**src/rtl/gcd_pkg.sv**
```systemverilog
// gcd_pkg
// Shared definitions for the GCD dispatch block: the dispatcher FSM state
// encoding, the operand width and the default RUN timeout length.
package gcd_pkg;

  localparam int OP_W        = 32;
  localparam int PAIR_W      = 2 * OP_W;
  localparam int TMO_CYC_DEF = 4096;

  typedef enum logic [2:0] {
    S_IDLE,
    S_ARM,
    S_RUN,
    S_CAPT,
    S_OUT
  } state_t;

endpackage

```
**src/rtl/gcd_opq.sv**
```systemverilog
// gcd_opq
// Synchronous FIFO holding queued operand pairs, with an occupancy count.
// Ports:
//   clk, resetn  - clock, asynchronous active-low reset (empties the queue)
//   i_push       - write i_data this cycle (ignored when full)
//   i_data       - packed operand pair {opa, opb}
//   i_pop        - drop the head entry this cycle (ignored when empty)
//   o_data       - current head entry (valid while o_count != 0)
//   o_full       - occupancy equals DEPTH
//   o_count      - current occupancy, 0..DEPTH
module gcd_opq #(
  parameter int DEPTH = 4,
  parameter int W     = 64
) (
  input  logic                   clk,
  input  logic                   resetn,
  input  logic                   i_push,
  input  logic [W-1:0]           i_data,
  input  logic                   i_pop,
  output logic [W-1:0]           o_data,
  output logic                   o_full,
  output logic [$clog2(DEPTH):0] o_count
);

  localparam int PW = $clog2(DEPTH);
  localparam int CW = PW + 1;

  logic [W-1:0]  r_mem [DEPTH];
  logic [PW-1:0] r_wrPtr;
  logic [PW-1:0] r_rdPtr;
  logic [CW-1:0] r_count;
  logic          w_doPush;
  logic          w_doPop;

  assign w_doPush = i_push && !o_full;
  assign w_doPop  = i_pop && (r_count != '0);
  assign o_full   = (r_count == CW'(DEPTH));
  assign o_count  = r_count;
  assign o_data   = r_mem[r_rdPtr];

  // Storage needs no reset: an entry is only read after it has been written.
  always_ff @(posedge clk) begin
    if (w_doPush) begin
      r_mem[r_wrPtr] <= i_data;
    end
  end

  // DEPTH is a power of two, so the pointers wrap by natural overflow.
  always_ff @(posedge clk or negedge resetn) begin
    if (!resetn) begin
      r_wrPtr <= '0;
      r_rdPtr <= '0;
      r_count <= '0;
    end else begin
      if (w_doPush) begin
        r_wrPtr <= r_wrPtr + PW'(1);
      end
      if (w_doPop) begin
        r_rdPtr <= r_rdPtr + PW'(1);
      end
      case ({w_doPush, w_doPop})
        2'b10:   r_count <= r_count + CW'(1);
        2'b01:   r_count <= r_count - CW'(1);
        default: r_count <= r_count;
      endcase
    end
  end

endmodule

```
**src/rtl/gcd_dispatch.sv**
```systemverilog
// gcd_dispatch
// Queues operand pairs and feeds them one at a time to an external GCD core,
// returning each result (or a timeout error) through a valid/ready port.
// Pairs with a zero operand bypass the core entirely.
// Ports:
//   clk, resetn            - clock, asynchronous active-low reset
//   in_valid/in_ready      - operand pair handshake, in_opa/in_opb operands
//   gcd_opa/gcd_opb        - registered operands to the GCD core
//   gcd_start              - registered start level to the GCD core
//   gcd_result/gcd_done    - result and completion from the GCD core
//   out_valid/out_ready    - result handshake, out_result value, out_err timeout flag
//   count                  - operand queue occupancy
module gcd_dispatch
  import gcd_pkg::*;
#(
  parameter int DEPTH   = 4,
  parameter int TMO_CYC = TMO_CYC_DEF
) (
  input  logic                   clk,
  input  logic                   resetn,
  input  logic                   in_valid,
  output logic                   in_ready,
  input  logic [OP_W-1:0]        in_opa,
  input  logic [OP_W-1:0]        in_opb,
  output logic [OP_W-1:0]        gcd_opa,
  output logic [OP_W-1:0]        gcd_opb,
  output logic                   gcd_start,
  input  logic [OP_W-1:0]        gcd_result,
  input  logic                   gcd_done,
  output logic                   out_valid,
  input  logic                   out_ready,
  output logic [OP_W-1:0]        out_result,
  output logic                   out_err,
  output logic [$clog2(DEPTH):0] count
);

  // RUN-cycle index of the last cycle before timeout, and the first RUN
  // cycle index on which gcd_done is honoured.
  localparam logic [31:0] TMO_LAST = 32'(TMO_CYC - 1);
  localparam logic [31:0] DONE_MIN = 32'd2;

  state_t               r_state;
  logic [OP_W-1:0]      r_gcdOpa;
  logic [OP_W-1:0]      r_gcdOpb;
  logic                 r_gcdStart;
  logic                 r_outValid;
  logic [OP_W-1:0]      r_outResult;
  logic                 r_outErr;
  logic [31:0]          r_tmoCnt;

  logic                  w_full;
  logic                  w_pop;
  logic [PAIR_W-1:0]     w_head;
  logic [OP_W-1:0]       w_headA;
  logic [OP_W-1:0]       w_headB;
  logic [$clog2(DEPTH):0] w_count;

  // in_ready gives no credit for a same-cycle pop and is forced low while
  // reset is held.
  assign in_ready = resetn && !w_full;
  assign w_pop    = (r_state == S_IDLE) && (w_count != '0);
  assign w_headA  = w_head[PAIR_W-1:OP_W];
  assign w_headB  = w_head[OP_W-1:0];

  gcd_opq #(
    .DEPTH (DEPTH),
    .W     (PAIR_W)
  ) u_opq (
    .clk     (clk),
    .resetn  (resetn),
    .i_push  (in_valid && in_ready),
    .i_data  ({in_opa, in_opb}),
    .i_pop   (w_pop),
    .o_data  (w_head),
    .o_full  (w_full),
    .o_count (w_count)
  );

  // Dispatcher FSM. All core-facing and result outputs are registered here.
  // The timeout counter indexes RUN cycles from 0; done is ignored on
  // indices 0 and 1, and a done on the final index beats the timeout.
  always_ff @(posedge clk or negedge resetn) begin
    if (!resetn) begin
      r_state     <= S_IDLE;
      r_gcdOpa    <= '0;
      r_gcdOpb    <= '0;
      r_gcdStart  <= 1'b0;
      r_outValid  <= 1'b0;
      r_outResult <= '0;
      r_outErr    <= 1'b0;
      r_tmoCnt    <= '0;
    end else begin
      case (r_state)
        S_IDLE: begin
          if (w_pop) begin
            if ((w_headA == '0) || (w_headB == '0)) begin
              r_outResult <= w_headA | w_headB;
              r_outErr    <= 1'b0;
              r_outValid  <= 1'b1;
              r_state     <= S_OUT;
            end else begin
              r_gcdOpa <= w_headA;
              r_gcdOpb <= w_headB;
              r_state  <= S_ARM;
            end
          end
        end
        S_ARM: begin
          r_gcdStart <= 1'b1;
          r_tmoCnt   <= '0;
          r_state    <= S_RUN;
        end
        S_RUN: begin
          if ((r_tmoCnt >= DONE_MIN) && gcd_done) begin
            r_state <= S_CAPT;
          end else if (r_tmoCnt == TMO_LAST) begin
            r_gcdStart  <= 1'b0;
            r_outResult <= '0;
            r_outErr    <= 1'b1;
            r_outValid  <= 1'b1;
            r_state     <= S_OUT;
          end else begin
            r_tmoCnt <= r_tmoCnt + 32'd1;
          end
        end
        S_CAPT: begin
          r_gcdStart  <= 1'b0;
          r_outResult <= gcd_result;
          r_outErr    <= 1'b0;
          r_outValid  <= 1'b1;
          r_state     <= S_OUT;
        end
        S_OUT: begin
          if (out_ready) begin
            r_outValid <= 1'b0;
            r_state    <= S_IDLE;
          end
        end
        default: begin
          r_state <= S_IDLE;
        end
      endcase
    end
  end

  assign gcd_opa    = r_gcdOpa;
  assign gcd_opb    = r_gcdOpb;
  assign gcd_start  = r_gcdStart;
  assign out_valid  = r_outValid;
  assign out_result = r_outResult;
  assign out_err    = r_outErr;
  assign count      = w_count;

endmodule

```
**config.mk**
```make
export PLATFORM = sky130hd
export DESIGN_NAME = gcd_dispatch
export DESIGN_NICKNAME = d
export VERILOG_FILES = /design/src/rtl/gcd_pkg.sv /design/src/rtl/gcd_opq.sv /design/src/rtl/gcd_dispatch.sv
export SDC_FILE = /design/constraint.sdc
export NUM_CORES = 1
export LEC_CHECK = 0
export CAP_MARGIN = 20
export CORE_MARGIN = 1.5
export CORE_UTILIZATION = 57
export CTS_CLUSTER_DIAMETER = 120
export DETAILED_ROUTE_END_ITERATION = 8
export PLACE_DENSITY = 0.82
export SETUP_SLACK_MARGIN = 0.4
export SYNTH_ARGS = -nofsm -noshare
export SYNTH_HDL_FRONTEND = slang
export SYNTH_HIERARCHICAL = 1
export SYNTH_SLANG_ARGS = --single-unit
```
**constraint.sdc**
```tcl
create_clock -name clk -period 6.8 [get_ports clk]
set_input_delay 1.36 -clock clk [delete_from_list [all_inputs] [get_ports clk]]
set_output_delay 1.36 -clock clk [all_outputs]
set_load 0.05 [all_outputs]
```
==> impl_metrics.toml <==
[status]
status = "finished, final reports clean"

[clock_network]
cts_tree = "done"
postCtsSetupBuffers = 0
cts_root_buffer = "clkbuf_16"
cts.clk_slew.worst_paths_ps = 70
cts_buffer_depth = 3
ctsResizeCount = 0
cts_sinks = 397
ctsHtreeMaxLevel = 2
cts_buffers = 39
cts_hold_buf = 0
clock_latency_ps = 520

[grt]
grt-ovfl-total = 0
grt_pass1_vias = 9656
grt_pass1_wl_mm = 58.87
grt_max_degree = 65
antenna_found_initial = 3
grt_usage_pct = 27.47

[sta]
fin_ws_ps = 2484
finalSetupViolCount = 0
period_share_pct = 63.47
relSlewSlack_pct = 27.41
fmax_mhz = 231.7
worst_slew_pin_slew_ps = 1089
fin_setup_tns_ps = 0
rsz0062_at_grt = "no"
finalCriticalPeriod_ps = 4316
skew_ps = 17.29
hold_viol_final = 0
fin_hold_ws_ps = 508.9
slew_violations = 0

[critical_path]
crit_path_end_kind = "flop"
slowest_delay_ps = 920
cp_max_fo = 36
crit_path_frequent_cell = "buf_12"
worstPathRequired_ps = 7210
start_kind = "flop"
arrival_ps = 4730
crit_start = "u_opq/r_rdPtr[1]$_DFFE_PN0P_"
crit_slowest_cell = "dfrtp_2"
reg2reg_from = "u_opq/r_rdPtr[1]$_DFFE_PN0P_"
crit_type = "reg2reg"
path_cells = "buf_12, mux4_2, nor4_1, nand4_1, o22ai_1, nand2_1, a2111oi_4, buf_12, mux2_2"

[route]
vias = 9503
drtIter0Drc = 954
route.detailed.drc = 0
routed_wl_mm = 39.25
drtPass1Iterations = 5
antenna_left = 0
viasPerCell = 6.088
wl_per_cell_um = 25.15

[yosys]
synth_fa_ha_area_share_pct = 0.6674
synth_edf_count = 256
syn_avg_cell_area_um2 = 17.13
synth_cells = 941
ys_seq_area_share_pct = 69.56
synth_xor_area_share_pct = 1.521
synth_nets = 1050
ys_types = 49
synth_simple_gate_area_share_pct = 7.497
synth_mux_area_share_pct = 16.58
synthesis.area_um2 = 16120
ys_warn_count = 6
async_flop_share_pct = 35.52
synthFlopType = "edfxtp_1"
synth-compound-area-share_pct = 2.274
synth_top_family_by_area = "multiplexers"
ys_ff_latch = 397

[worst_hold_path]
hp-class = "reg2reg"
hp-start = "gcd_opb[18]$_DFFE_PN0P_"

[power]
p_per_area_nw_per_um2 = 503.9
ir_drop_mv = 0.2988
leakagePower_nw = 7.051
finalPower_w = 0.01002

[die]
start_util_pct = 58.03
num_rows = 61
core_um2 = 27780
fp.dieH_um = 171.2
io_pins = 204
dieWidth_um = 171.2
die_area_um2 = 29300

[flow_run]
max_cap_viol_count = 0

[final_layout]
seqCellArea_um2 = 11220
final_nets = 1260
multi_input_area_um2 = 4639
final_cell_mix = "edfxtp_1, clkdlybuf4s50_1, dfrtp_1, mux2_2, mux4_2"
final_common_cell = "edfxtp_1"
fillers = 1753
area_growth_pct = 23.30
drive_above_1_share_pct = 22.17

[placed_design]
dpl.hpwl_mm = 25.34
gp_congestion = 0.8391
post-place-ws_ps = 1460
portBuffers = 203
[stage by stage]
stage | instance area [µm²] | cells | utilization (%)
3_3_place_gp | 18510 | 1485 | 66.64
5_1_grt | 19880 | 1561 | 71.55
4_1_cts | 19810 | 1557 | 71.31
3_5_place_dp | 18510 | 1485 | 66.64
6_report | 19880 | 1561 | 71.55
2_1_floorplan | 16120 | 941 | -
[registers in the layout, indices dropped and copies added (netlist names)]
register,count
u_opq/r_mem,256
out_result,32
r_tmoCnt,32
u_opq/r_wrPtr,2
gcd_opb,32
u_opq/o_count,3
out_err,1
u_opq/r_rdPtr,2
r_state,3
gcd_opa,32
gcd_start,1
out_valid,1
[routing by layer]
metal	GRT usage (%)	part of all wire [%]	routed length [µm]
met1	37.97	40	15590
met5	0	0.061	24
met2	44.64	50	19540
met4	10.18	3.4	1319
met3	4.464	7.1	2782
[final timing paths]
check | endpoint | slack (ps) | cells past startpoint
min reg2reg | gcd_opb[18]$_DFFE_PN0P_ | 510 | 1
max | out_result[2]$_DFFE_PN0P_ | 2480 | 9
max reg2reg | out_result[2]$_DFFE_PN0P_ | 2480 | 9
min in group asynchronous | gcd_opa[14]$_DFFE_PN0P_ | 740 | 1
max in group asynchronous | u_opq/r_rdPtr[0]$_DFFE_PN0P_ | 4860 | 2
min | gcd_opb[18]$_DFFE_PN0P_ | 510 | 1
[cell families after synthesis]
group,count (synthesis)
AND/OR/NAND/NOR,228
adder cells (fa/ha/maj),8
multiplexers,164
XOR/XNOR,28
flip-flops,397
AO/OA/AOI/OAI,59
buffers and inverters,57
[worst max-delay path, delay by kind of cell (launching register included)]
family,cells,cell delay (ps)
compound gates,2,910
buf+inv,2,610
flops,1,920
mux,2,760
simple gates,3,940
[layout make-up]
type	instances	share of cell area (%)
multi-input cells	487	23.34
flip-flops and latches	397	56.45
clock inverters	14	0.6986
well taps	378	2.379
repair buffers	215	11.09
inverters	11	0.2077
clock buffers	58	5.828
diodes	1	0.01259
[report_power, final]
| part | internal (W) | leakage (nW) | switching (W) | total (W) |
|---|---|---|---|---|
| Combinational | 0.00177 | 2.38 | 0.00259 | 0.00436 |
| Sequential | 0.00312 | 4.02 | 0.000386 | 0.00351 |
| Clock | 0.00126 | 0.647 | 0.000884 | 0.00215 |
| Total | 0.00616 | 7.05 | 0.00386 | 0.0100 |
[cell usage after synthesis, types with 2 or more instances]
cell,n,share of area [%]
a31o_2,4,0.22
ha_1,7,0.54
nor4b_1,3,0.16
o22ai_1,2,0.078
o21ai_0,5,0.16
nor3_1,38,1.2
edfxtp_1,256,48
clkbuf_1,25,0.58
dfrtp_1,141,22
buf_1,2,0.047
nand3_1,15,0.47
a21oi_1,40,1.2
nand2_1,56,1.3
or3_1,6,0.23
inv_1,11,0.26
buf_6,10,0.70
mux2i_1,2,0.12
nor4_2,4,0.31
mux4_2,64,8.9
mux2_4,29,2.7
or4b_2,2,0.12
and3_1,7,0.27
xnor2_1,21,1.1
buf_4,2,0.093
o31a_1,2,0.11
mux2_2,69,4.8
and4_1,3,0.16
buf_2,7,0.22
xor2_1,7,0.38
nor4_1,36,1.4
nor2b_1,2,0.078
and2_1,7,0.27
nand4_1,9,0.35
nor2_1,32,0.75
Note: power is estimated with default switching activity, not from simulation.
